--- config.mk ---
export PLATFORM = sky130hd
export DESIGN_NAME = pipelined_add_sub_flat
export DESIGN_NICKNAME = d
export VERILOG_FILES = /design/src/rtl/pipelined_add_sub_pkg.sv /design/src/rtl/pipelined_add_sub_if.sv /design/src/rtl/pipelined_add_sub_add_chunk.sv /design/src/rtl/pipelined_add_sub.sv /design/src/flat_wrapper.sv
export SDC_FILE = /design/constraint.sdc
export NUM_CORES = 1
export LEC_CHECK = 0
export ABC_AREA = 1
export CORE_ASPECT_RATIO = 1.25
export CORE_MARGIN = 5
export CORE_UTILIZATION = 50
export DETAILED_ROUTE_END_ITERATION = 10
export GPL_TIMING_DRIVEN = 0
export PLACE_DENSITY = 0.76
export SYNTH_ARGS = -nofsm -noshare
export SYNTH_HDL_FRONTEND = slang
export SYNTH_SLANG_ARGS = --single-unit
export TNS_END_PERCENT = 10
--- constraint.sdc ---
create_clock -name clk -period 3.2 [get_ports clk]
set_input_delay 0.64 -clock clk [delete_from_list [all_inputs] [get_ports clk]]
set_output_delay 0.64 -clock clk [all_outputs]
set_load 0.03 [all_outputs]
--- src/rtl/pipelined_add_sub_pkg.sv ---
// ---------------------------------------------------------------------------
// adder_pkg
// Shared definitions for the pipelined adder/subtractor.
//   OP_ADD / OP_SUB : encoding of the Sub input (0 = add, 1 = subtract)
//   chunk_width()   : width of one carry chunk, i.e. WIDTH / STAGES
//   params_ok()     : true when WIDTH splits into STAGES equal chunks and
//                     STAGES lies in 1..WIDTH; the top refuses to elaborate
//                     otherwise
// ---------------------------------------------------------------------------
package adder_pkg;

    localparam logic OP_ADD = 1'b0;
    localparam logic OP_SUB = 1'b1;

    // Guarded against stages == 0 so a bad parameter reaches the
    // elaboration check instead of dying on a divide by zero.
    function automatic int chunk_width(input int width, input int stages);
        return (stages > 0) ? (width / stages) : width;
    endfunction

    function automatic bit params_ok(input int width, input int stages);
        return (stages >= 1) && (stages <= width) && ((width % stages) == 0);
    endfunction

endpackage

--- src/rtl/pipelined_add_sub_if.sv ---
// ---------------------------------------------------------------------------
// pipelined_add_sub_if
// Operand and result handshake bundle of the pipelined adder/subtractor.
//   in_valid/in_ready   : operand handshake (A, B, Cin, Sub)
//   out_valid/out_ready : result handshake (Sum, Cout, Ovf)
// Modports:
//   master : the side that supplies operands and consumes results
//   slave  : the adder itself
// ---------------------------------------------------------------------------
interface pipelined_add_sub_if #(
    parameter int WIDTH = 16
);
    logic             in_valid;
    logic             in_ready;
    logic [WIDTH-1:0] A;
    logic [WIDTH-1:0] B;
    logic             Cin;
    logic             Sub;
    logic             out_valid;
    logic             out_ready;
    logic [WIDTH-1:0] Sum;
    logic             Cout;
    logic             Ovf;

    modport master (
        output in_valid, A, B, Cin, Sub, out_ready,
        input  in_ready, out_valid, Sum, Cout, Ovf
    );

    modport slave (
        input  in_valid, A, B, Cin, Sub, out_ready,
        output in_ready, out_valid, Sum, Cout, Ovf
    );
endinterface

--- src/rtl/pipelined_add_sub_add_chunk.sv ---
// ---------------------------------------------------------------------------
// add_chunk
// Combinational CHUNK-bit ripple adder, the parametrised form of the old
// 4-bit FA4 block.
//   a, b : chunk operands
//   ci   : carry into bit 0
//   s    : chunk sum
//   co   : carry out of the top bit
// ---------------------------------------------------------------------------
module add_chunk #(
    parameter int CHUNK = 4
) (
    input  logic [CHUNK-1:0] a,
    input  logic [CHUNK-1:0] b,
    input  logic             ci,
    output logic [CHUNK-1:0] s,
    output logic             co
);

    logic [CHUNK:0] carry;

    // Plain full-adder ripple: each bit generates when both operands are set
    // and propagates the incoming carry when exactly one is set.
    always_comb begin
        carry[0] = ci;
        s        = '0;
        for (int i = 0; i < CHUNK; i++) begin
            s[i]       = a[i] ^ b[i] ^ carry[i];
            carry[i+1] = (a[i] & b[i]) | (carry[i] & (a[i] ^ b[i]));
        end
    end

    assign co = carry[CHUNK];

endmodule

--- src/rtl/pipelined_add_sub.sv ---
// ---------------------------------------------------------------------------
// pipelined_add_sub
// WIDTH-bit add/subtract split into STAGES carry chunks, one chunk per
// pipeline stage, one operation per cycle.
//   clk : rising-edge clock
//   rst : synchronous active-high reset, discards everything in flight
//   bus : operand/result handshakes (slave side)
//         Sub=0 -> Sum = A + B + Cin ; Sub=1 -> Sum = A - B (Cin ignored)
//         Cout = carry out of bit WIDTH-1 (1 = no borrow when subtracting)
//         Ovf  = two's-complement overflow
// ---------------------------------------------------------------------------
module pipelined_add_sub
    import adder_pkg::*;
#(
    parameter int WIDTH  = 16,
    parameter int STAGES = 4
) (
    input logic                clk,
    input logic                rst,
    pipelined_add_sub_if.slave bus
);

    localparam int CHUNK = chunk_width(WIDTH, STAGES);
    localparam int LAST  = STAGES - 1;

    if (!params_ok(WIDTH, STAGES)) begin : g_param_check
        $fatal(1, "pipelined_add_sub: WIDTH must be a multiple of STAGES and STAGES in 1..WIDTH");
    end

    // Stage inputs: index k is what stage k sees this cycle
    logic [WIDTH-1:0] a_in   [STAGES];
    logic [WIDTH-1:0] b_in   [STAGES];
    logic [WIDTH-1:0] s_in   [STAGES];
    logic             c_in   [STAGES];
    logic             v_in   [STAGES];

    // Stage results before registering
    logic [CHUNK-1:0] chunk_s  [STAGES];
    logic             chunk_co [STAGES];
    logic [WIDTH-1:0] s_next   [STAGES];
    logic             ovf_next;

    // Stage registers
    logic [WIDTH-1:0] a_q [STAGES];
    logic [WIDTH-1:0] b_q [STAGES];
    logic [WIDTH-1:0] s_q [STAGES];
    logic             c_q [STAGES];
    logic             v_q [STAGES];
    logic             ovf_q;

    logic             en;

    // The whole pipe moves together; it only freezes when a finished result
    // is sitting at the output and nobody is taking it.
    assign en = !v_q[LAST] | bus.out_ready;

    // Stage 0 takes the aligned operands straight from the bus: subtraction
    // becomes A + ~B + 1 here so the op type never has to travel down the
    // pipe. Later stages take whatever the previous stage registered. The
    // valid bit enters as in_valid because registers only load when en=1,
    // which is exactly when in_ready=1.
    always_comb begin
        a_in[0] = bus.A;
        b_in[0] = (bus.Sub == OP_SUB) ? ~bus.B : bus.B;
        c_in[0] = (bus.Sub == OP_SUB) ? 1'b1 : bus.Cin;
        v_in[0] = bus.in_valid;
        s_in[0] = '0;
        for (int k = 1; k < STAGES; k++) begin
            a_in[k] = a_q[k-1];
            b_in[k] = b_q[k-1];
            c_in[k] = c_q[k-1];
            v_in[k] = v_q[k-1];
            s_in[k] = s_q[k-1];
        end
    end

    // One chunk adder per stage, each working on its own slice of the
    // aligned operands with the carry handed over by the previous stage.
    for (genvar k = 0; k < STAGES; k++) begin : g_stage
        add_chunk #(
            .CHUNK (CHUNK)
        ) u_add_chunk (
            .a  (a_in[k][k*CHUNK +: CHUNK]),
            .b  (b_in[k][k*CHUNK +: CHUNK]),
            .ci (c_in[k]),
            .s  (chunk_s[k]),
            .co (chunk_co[k])
        );
    end

    // Each stage drops its freshly computed chunk into the partial sum while
    // keeping the lower chunks completed by earlier stages.
    always_comb begin
        for (int k = 0; k < STAGES; k++) begin
            s_next[k]                    = s_in[k];
            s_next[k][k*CHUNK +: CHUNK]  = chunk_s[k];
        end
    end

    // Overflow needs the carry into the sign bit. The sign bit's sum is
    // a ^ b ^ carry_in, so that carry is recovered from the last stage's
    // operand and sum bits instead of being brought out of the chunk adder.
    assign ovf_next = chunk_co[LAST] ^
                      (a_in[LAST][WIDTH-1] ^ b_in[LAST][WIDTH-1] ^ chunk_s[LAST][CHUNK-1]);

    // All pipeline registers. Reset empties every stage and zeroes the
    // visible result; otherwise every stage, bubbles included, advances
    // only on en so nothing is overwritten while the output is stalled.
    always_ff @(posedge clk) begin
        if (rst) begin
            for (int k = 0; k < STAGES; k++) begin
                v_q[k] <= 1'b0;
                a_q[k] <= '0;
                b_q[k] <= '0;
                s_q[k] <= '0;
                c_q[k] <= 1'b0;
            end
            ovf_q <= 1'b0;
        end else if (en) begin
            for (int k = 0; k < STAGES; k++) begin
                v_q[k] <= v_in[k];
                a_q[k] <= a_in[k];
                b_q[k] <= b_in[k];
                s_q[k] <= s_next[k];
                c_q[k] <= chunk_co[k];
            end
            ovf_q <= ovf_next;
        end
    end

    assign bus.in_ready  = en;
    assign bus.out_valid = v_q[LAST];
    assign bus.Sum       = s_q[LAST];
    assign bus.Cout      = c_q[LAST];
    assign bus.Ovf       = ovf_q;

endmodule

--- src/flat_wrapper.sv ---
// flat-port wrapper written by rule: the top's interface ports become plain ports
module pipelined_add_sub_flat import adder_pkg::*;
#(
    parameter int WIDTH  = 16,
    parameter int STAGES = 4
)
  (clk, rst, bus_in_valid, bus_A, bus_B, bus_Cin, bus_Sub, bus_out_ready, bus_in_ready, bus_out_valid, bus_Sum, bus_Cout, bus_Ovf);
  pipelined_add_sub_if #(.WIDTH(WIDTH)) bus_i ();
  input logic clk;
  input logic rst;
  input wire logic [$bits(bus_i.in_valid)-1:0] bus_in_valid;
  input wire logic [$bits(bus_i.A)-1:0] bus_A;
  input wire logic [$bits(bus_i.B)-1:0] bus_B;
  input wire logic [$bits(bus_i.Cin)-1:0] bus_Cin;
  input wire logic [$bits(bus_i.Sub)-1:0] bus_Sub;
  input wire logic [$bits(bus_i.out_ready)-1:0] bus_out_ready;
  output wire logic [$bits(bus_i.in_ready)-1:0] bus_in_ready;
  output wire logic [$bits(bus_i.out_valid)-1:0] bus_out_valid;
  output wire logic [$bits(bus_i.Sum)-1:0] bus_Sum;
  output wire logic [$bits(bus_i.Cout)-1:0] bus_Cout;
  output wire logic [$bits(bus_i.Ovf)-1:0] bus_Ovf;
  assign bus_i.in_valid = bus_in_valid;
  assign bus_i.A = bus_A;
  assign bus_i.B = bus_B;
  assign bus_i.Cin = bus_Cin;
  assign bus_i.Sub = bus_Sub;
  assign bus_i.out_ready = bus_out_ready;
  assign bus_in_ready = bus_i.in_ready;
  assign bus_out_valid = bus_i.out_valid;
  assign bus_Sum = bus_i.Sum;
  assign bus_Cout = bus_i.Cout;
  assign bus_Ovf = bus_i.Ovf;
  pipelined_add_sub #(.WIDTH(WIDTH), .STAGES(STAGES)) u_core (.clk(clk), .rst(rst), .bus(bus_i));
endmodule
==> results.json <==
{
  "path_clk_slew_ps": 90,
  "fmax_mhz": 372,
  "syn_area_um2": 4390,
  "grt_first_pass_wirelength_um": 10200,
  "synth-simple-area-share_pct": 11.7,
  "post-cts-setup-buffer-count": 0,
  "die_w_um": 93.8,
  "post_drt_via_cell_ratio": 4.15,
  "ys_ff_latch": 97,
  "die_area_um2": 10800,
  "syn_nets": 405,
  "p_leak_nw": 2.21,
  "startpoint_type": "input pin",
  "synth_top_family_by_area": "simple AND/OR/NAND/NOR gates",
  "drtPass1Iterations": 5,
  "status": "complete, no violations",
  "ctsHtreeMaxLevel": 3,
  "synth_fa_ha_area_share_pct": 7.30,
  "crit_fanout": 1,
  "fin_total_pwr_mw": 2.62,
  "final_antenna_net_count": 0,
  "crit_slowest_cell": "fa_1",
  "synth_compound_area_share_pct": 0.114,
  "crit_type": "in -> reg",
  "cts_buffers": 9,
  "worst_pin_slew_ps": 619,
  "min_path_type": "reg -> reg",
  "dieHeight_um": 115,
  "drv_slew": 0,
  "crit_path_end_kind": "register",
  "rows": 38,
  "cts.path.max_buffers": 2,
  "syn_area_per_cell_um2": 12.5,
  "vias": 2256,
  "gp_congestion": 0.739,
  "io_pins": 58,
  "period_share_pct": 84.1,
  "design.core.area_um2": 8650,
  "synth_xor_xnor_area_share_pct": 3.19,
  "antenna_found_initial": 0,
  "drive_above_1_share_pct": 17.0,
  "ctsResizeCount": 0,
  "pwr-share-clk_pct": 29.2,
  "dpl.hpwl_um": 4130,
  "drt_iter0_drc": 92,
  "seq_area_frac_synth_pct": 66.2,
  "maxCapViolCount": 0,
  "drcViolationCount": 0,
  "cts_hold_buf": 0,
  "pwr-share-comb_pct": 12.4,
  "port_buffers": 56,
  "clock_sinks": 97,
  "cts_tree": "built",
  "hold_viol": 0,
  "nFillCells": 722,
  "cpPeakStageDelay_ps": 420,
  "synth.distinct_cells": 17,
  "final-seq-area_um2": 2900,
  "required_ps": 3330,
  "muxShareOfSynthArea_pct": 0,
  "clock_skew_ps": 6.32,
  "num_antenna_cells": 0,
  "postSynthCellCount": 351,
  "grt-ovfl-total": 0,
  "ir_drop_uv": 210,
  "cp.arrival_ps": 2820,
  "multi_input_area_um2": 987,
  "setup_viol": 0,
  "track_usage_pct": 12.5,
  "finish.utilization_pct": 61.5,
  "root_buffer": "clkbuf_8",
  "seqPwrFrac_pct": 58.4,
  "drt_wl_total_um": 5830,
  "grt_start_max_net_pins": 50,
  "cp_cell_sequence": "clkdlybuf4s50_1, xnor2_1, fa_1, inv_1, fa_1, inv_1, fa_1, inv_1, fa_1, inv_1, nor2_2",
  "switching_share_pct": 23.1,
  "maxSlewHeadroom_pct": 58.7,
  "rsz0062_at_grt": "no",
  "yosys_warnings": 0,
  "p_sw_uw": 604,
  "final.min_clock_period_ps": 2690,
  "fin_tns_setup_ps": 0,
  "area_growth_syn_to_layout_pct": 21.3,
  "internal_power_mw": 2.02,
  "start_util_pct": 50.7,
  "grt_pass1_vias": 2277,
  "clk_latency_ps": 360,
  "fin_nets": 473,
  "routedWlPerCell_um": 10.7,
  "power_density_nw_per_um2": 492
}
==> metal layers <==
| metal | up-vias | part of all wire, % | GRT usage, % |
|---|---|---|---|
| li1 | 1180 | - | - |
| met1 | 1012 | 39 | 14.3 |
| met2 | 51 | 55 | 21.8 |
| met3 | 13 | 3.7 | 2.16 |
| met4 | 0 | 2.7 | 7.32 |
| met5 | - | 0 | 0 |
==> path summary, 6_finish.rpt <==
check | from | to | depth (start not counted) | slack [ps]
setup / recovery | bus_B[0] | u_core.s_q[0][3] | 11 | 510
hold / removal | u_core.bus.Ovf | u_core.bus.Ovf | 2 | 490
setup reg to reg | u_core.b_q[0][4] | u_core.s_q[1][7] | 8 | 950
hold reg to reg | u_core.bus.Ovf | u_core.bus.Ovf | 2 | 490
==> through the flow <==
step / hold slack (ps) / cells / instance area [um2] / setup WS, ps
CTS: 500 / 544 / 5320 / 486
finish: 495 / 544 / 5320 / 509
global route: 520 / 544 / 5320 / 408
detailed placement: 488 / 528 / 5130 / 124
floorplan: 519 / 351 / 4390 / 327
global placement: 458 / 527 / 5100 / 22.4
==> logic make-up after synthesis <==
logic type | after synthesis
DFF | 97
AOI/OAI and AO/OA | 1
buffers and inverters | 115
adders and majority gates | 16
xor gates and xnor gates | 16
and+or+nand+nor | 106
==> synthesized netlist by cell type, drive strengths merged <==
cell    number  area (um2)
nand3        1        5.00
buf         12         119
xnor2       14         123
a21oi        1        5.00
fa          16         320
nor2        97         464
dfxtp        1        20.0
inv        103         387
xor2         2        17.5
nand2        8        45.0
edfxtp      96        2880
==> power by group through the flow <==
stage / combinational (mW) / clock (mW) / sequential (mW)
5_1_grt: 0.368 / 0.840 / 1.54
3_3_place_gp: 0.317 / 0 / 1.56
3_5_place_dp: 0.328 / 0 / 1.56
4_1_cts: 0.333 / 0.780 / 1.53
6_report: 0.325 / 0.764 / 1.53
2_1_floorplan: 0.183 / 0 / 1.59
==> state kept, by name (all words and copies together), names as in the netlist <==
signal	count
u_core.bus.Ovf	1
u_core.a_q	24
u_core.b_q	24
u_core.c_q	4
u_core.v_q	4
u_core.s_q	40
==> worst max-delay path, delay by kind of cell <==
kind,cells,cell delay [ps]
buffers and inverters,5,690
adder cells (fa/ha/maj),4,1300
AND/OR/NAND/NOR,1,40
XOR/XNOR,1,140
==> placed cells by master (no fill, tap or decap), drive strengths merged <==
master,count
a21oi,1
buf,13
bufinv,1
clkbuf,9
clkdlybuf4s50,56
clkinv,5
clkinvlp,1
dfxtp,1
edfxtp,96
fa,16
inv,103
nand2,8
nand3,1
nor2,97
xnor2,14
xor2,2
==> final cells by class <==
type	count	area share, %
multi-input combinational	139	18.6
clock inverter	7	1.34
timing repair buffer	57	10.9
inverter	103	7.27
clock buffer	9	2.33
sequential	97	54.5
buffer	12	2.23
tap	120	2.82
Power figures use the tool's default switching activity.
==> patch (same flow settings) <==
`WIDTH` is set to 16 in 3 places; all go to 32.
--- a/src/rtl/pipelined_add_sub_if.sv
+++ b/src/rtl/pipelined_add_sub_if.sv
@@ -10,3 +10,3 @@
 interface pipelined_add_sub_if #(
-    parameter int WIDTH = 16
+    parameter int WIDTH = 32
 );
--- a/src/rtl/pipelined_add_sub.sv
+++ b/src/rtl/pipelined_add_sub.sv
@@ -14,3 +14,3 @@
 #(
-    parameter int WIDTH  = 16,
+    parameter int WIDTH  = 32,
     parameter int STAGES = 4
--- a/src/flat_wrapper.sv
+++ b/src/flat_wrapper.sv
@@ -3,3 +3,3 @@
 #(
-    parameter int WIDTH  = 16,
+    parameter int WIDTH  = 32,
     parameter int STAGES = 4
Ports: changed (resized bus_A, bus_B and bus_Sum); port bits go from 58 to 106. No check against the original RTL was run, so the function may have changed too.
==> patch against the unedited design <==
Area after synthesis is 85% higher; power rose by 120%; setup slack worse by 0.97 ns; utilization up 2.0 points; largest cell class unchanged; design area grew 92%; die area is 76% higher; sequential cell count increased by 88; first-iteration DRC count rose to 3.1 times the old value; the run now ends with negative setup slack left; sequential power rose by 92%; global-route usage up 2.3 points; final cell count increased by 84%; routed wire length increased by 120%.
==> patch: results (changes against the unedited design) <==
metric;value;unit;change
setup.reg_to_reg.worst_slack;-0.32;ns;-1.27 ns
cts_repair_resize_count;45;;+45
met3_usage;0.0386;;+0.0170
drtPass1Iterations;4;;-1
cellLeakagePower;4.24;nW;+92%
gp_congestion;0.779;;+5.4%
clock_tree.htree_level_count;4;;+1
peakVddDrop;346;uV;+64%
layout_top_registers;u_core.s_q x80, u_core.a_q x48, u_core.b_q x48;;
clk_latency;0.43;ns;+0.07 ns
cts_root_buf;sky130_fd_sc_hd__clkbuf_16;;
detailedPlace.worstSlack;-1.39;ns;-1.51 ns
final.setup.tns;-2.40;ns;-2.40 ns
via_count;4296;;+90%
synthesis.area_per_instance;12.6;um^2;+0.53%
postCtsSetupRepairBufs;2;;+2
fin_nets;874;;+85%
violated_checks;negative setup slack;;
drt_iter0_drc;282;;+210%
cts_inserted_buffers;17;;+8
detail_route.wl_per_cell;12.9;um;+20%
largest_net_degree_at_the_start_of_global_routing;94;;+88%
fin_cells;1001;;+84%
first_global_vias;4589;;+100%
timing.final.ws_setup;-0.457;ns;-0.965 ns
fin_worst_hold_slack;0.480;ns;-0.0147 ns
synth_xor_xnor_area_share;0.0345;;+0.00253
dp_cell_count;968;;+83%
yosys.area_share.adder;0.0788;;+0.00578
fraction_of_layout_instances_using_a_drive_strength_above_1;0.124;;-0.0462
status;complete, but fails checks;;
skew;0.0138;ns;+0.00743 ns
io_buffer_count;104;;+86%
grt_use_met1;0.177;;+0.0339
grt_util_met2;0.253;;+0.0345
cp_max_fo;4;;+3
report.final.setup_viol;13;;+13
==> patch: changes by cell type in the layout (fill, tap and decap cells not counted), sizes merged <==
cell           delta
edfxtp           +88
nor2             +88
inv              +84
clkdlybuf4s50    +44
fa               +16
xnor2            +16
buf              +15
clkbuf            +9
clkinv            -2
bufinv            +1
clkinvlp          +1
dlygate4sd2       +1
==> patch: worst max-delay path: cells and delay by family <==
kind | cells | cell delay (ns)
xor+xnor | 1 | 0.12
buf+inv | 5 | 0.35
fa+ha+maj | 8 | 2.68
simple gates | 1 | 0.03
==> patch: worst max path at each step <==
stage / startpoint / endpoint / slack [ns] / cells past startpoint
3_3_place_gp: bus_B[0] / u_core.s_q[0][7] / -1.27 / 15
6_report: bus_Sub / u_core.s_q[0][7] / -0.46 / 15
2_1_floorplan: bus_Sub / u_core.s_q[0][7] / -1.05 / 16
5_1_grt: bus_Sub / u_core.s_q[0][7] / -0.53 / 15
3_5_place_dp: bus_B[0] / u_core.s_q[0][7] / -1.39 / 15
4_1_cts: bus_Sub / u_core.s_q[0][7] / -0.75 / 15
==> patch: cell type report <==
cell class / instances / area, um^2 / share of cell area
Multi-Input combinational cell: 259 / 1770 / 0.173
Clock inverter: 15 / 181 / 0.0178
Clock buffer: 17 / 425 / 0.0417
Timing Repair Buffer: 107 / 1070 / 0.105
Sequential cell: 185 / 5550 / 0.544
Buffer: 23 / 263 / 0.0258
Tap cell: 216 / 270 / 0.0265
Inverter: 179 / 672 / 0.0659
==> patch: metal layers <==
metal  part of all wire  up-vias  routed length, um
met3              0.041       22                531
li1                   -     2198                  -
met1               0.41     1981               5320
met4              0.025        0                316
met5                  0        -                  0
met2               0.52       95               6720
==> patch: report_power, final <==
part	internal (mW)	switching, mW
sequential	2.88	0.0647
combinational	0.296	0.324
clock	1.19	0.933
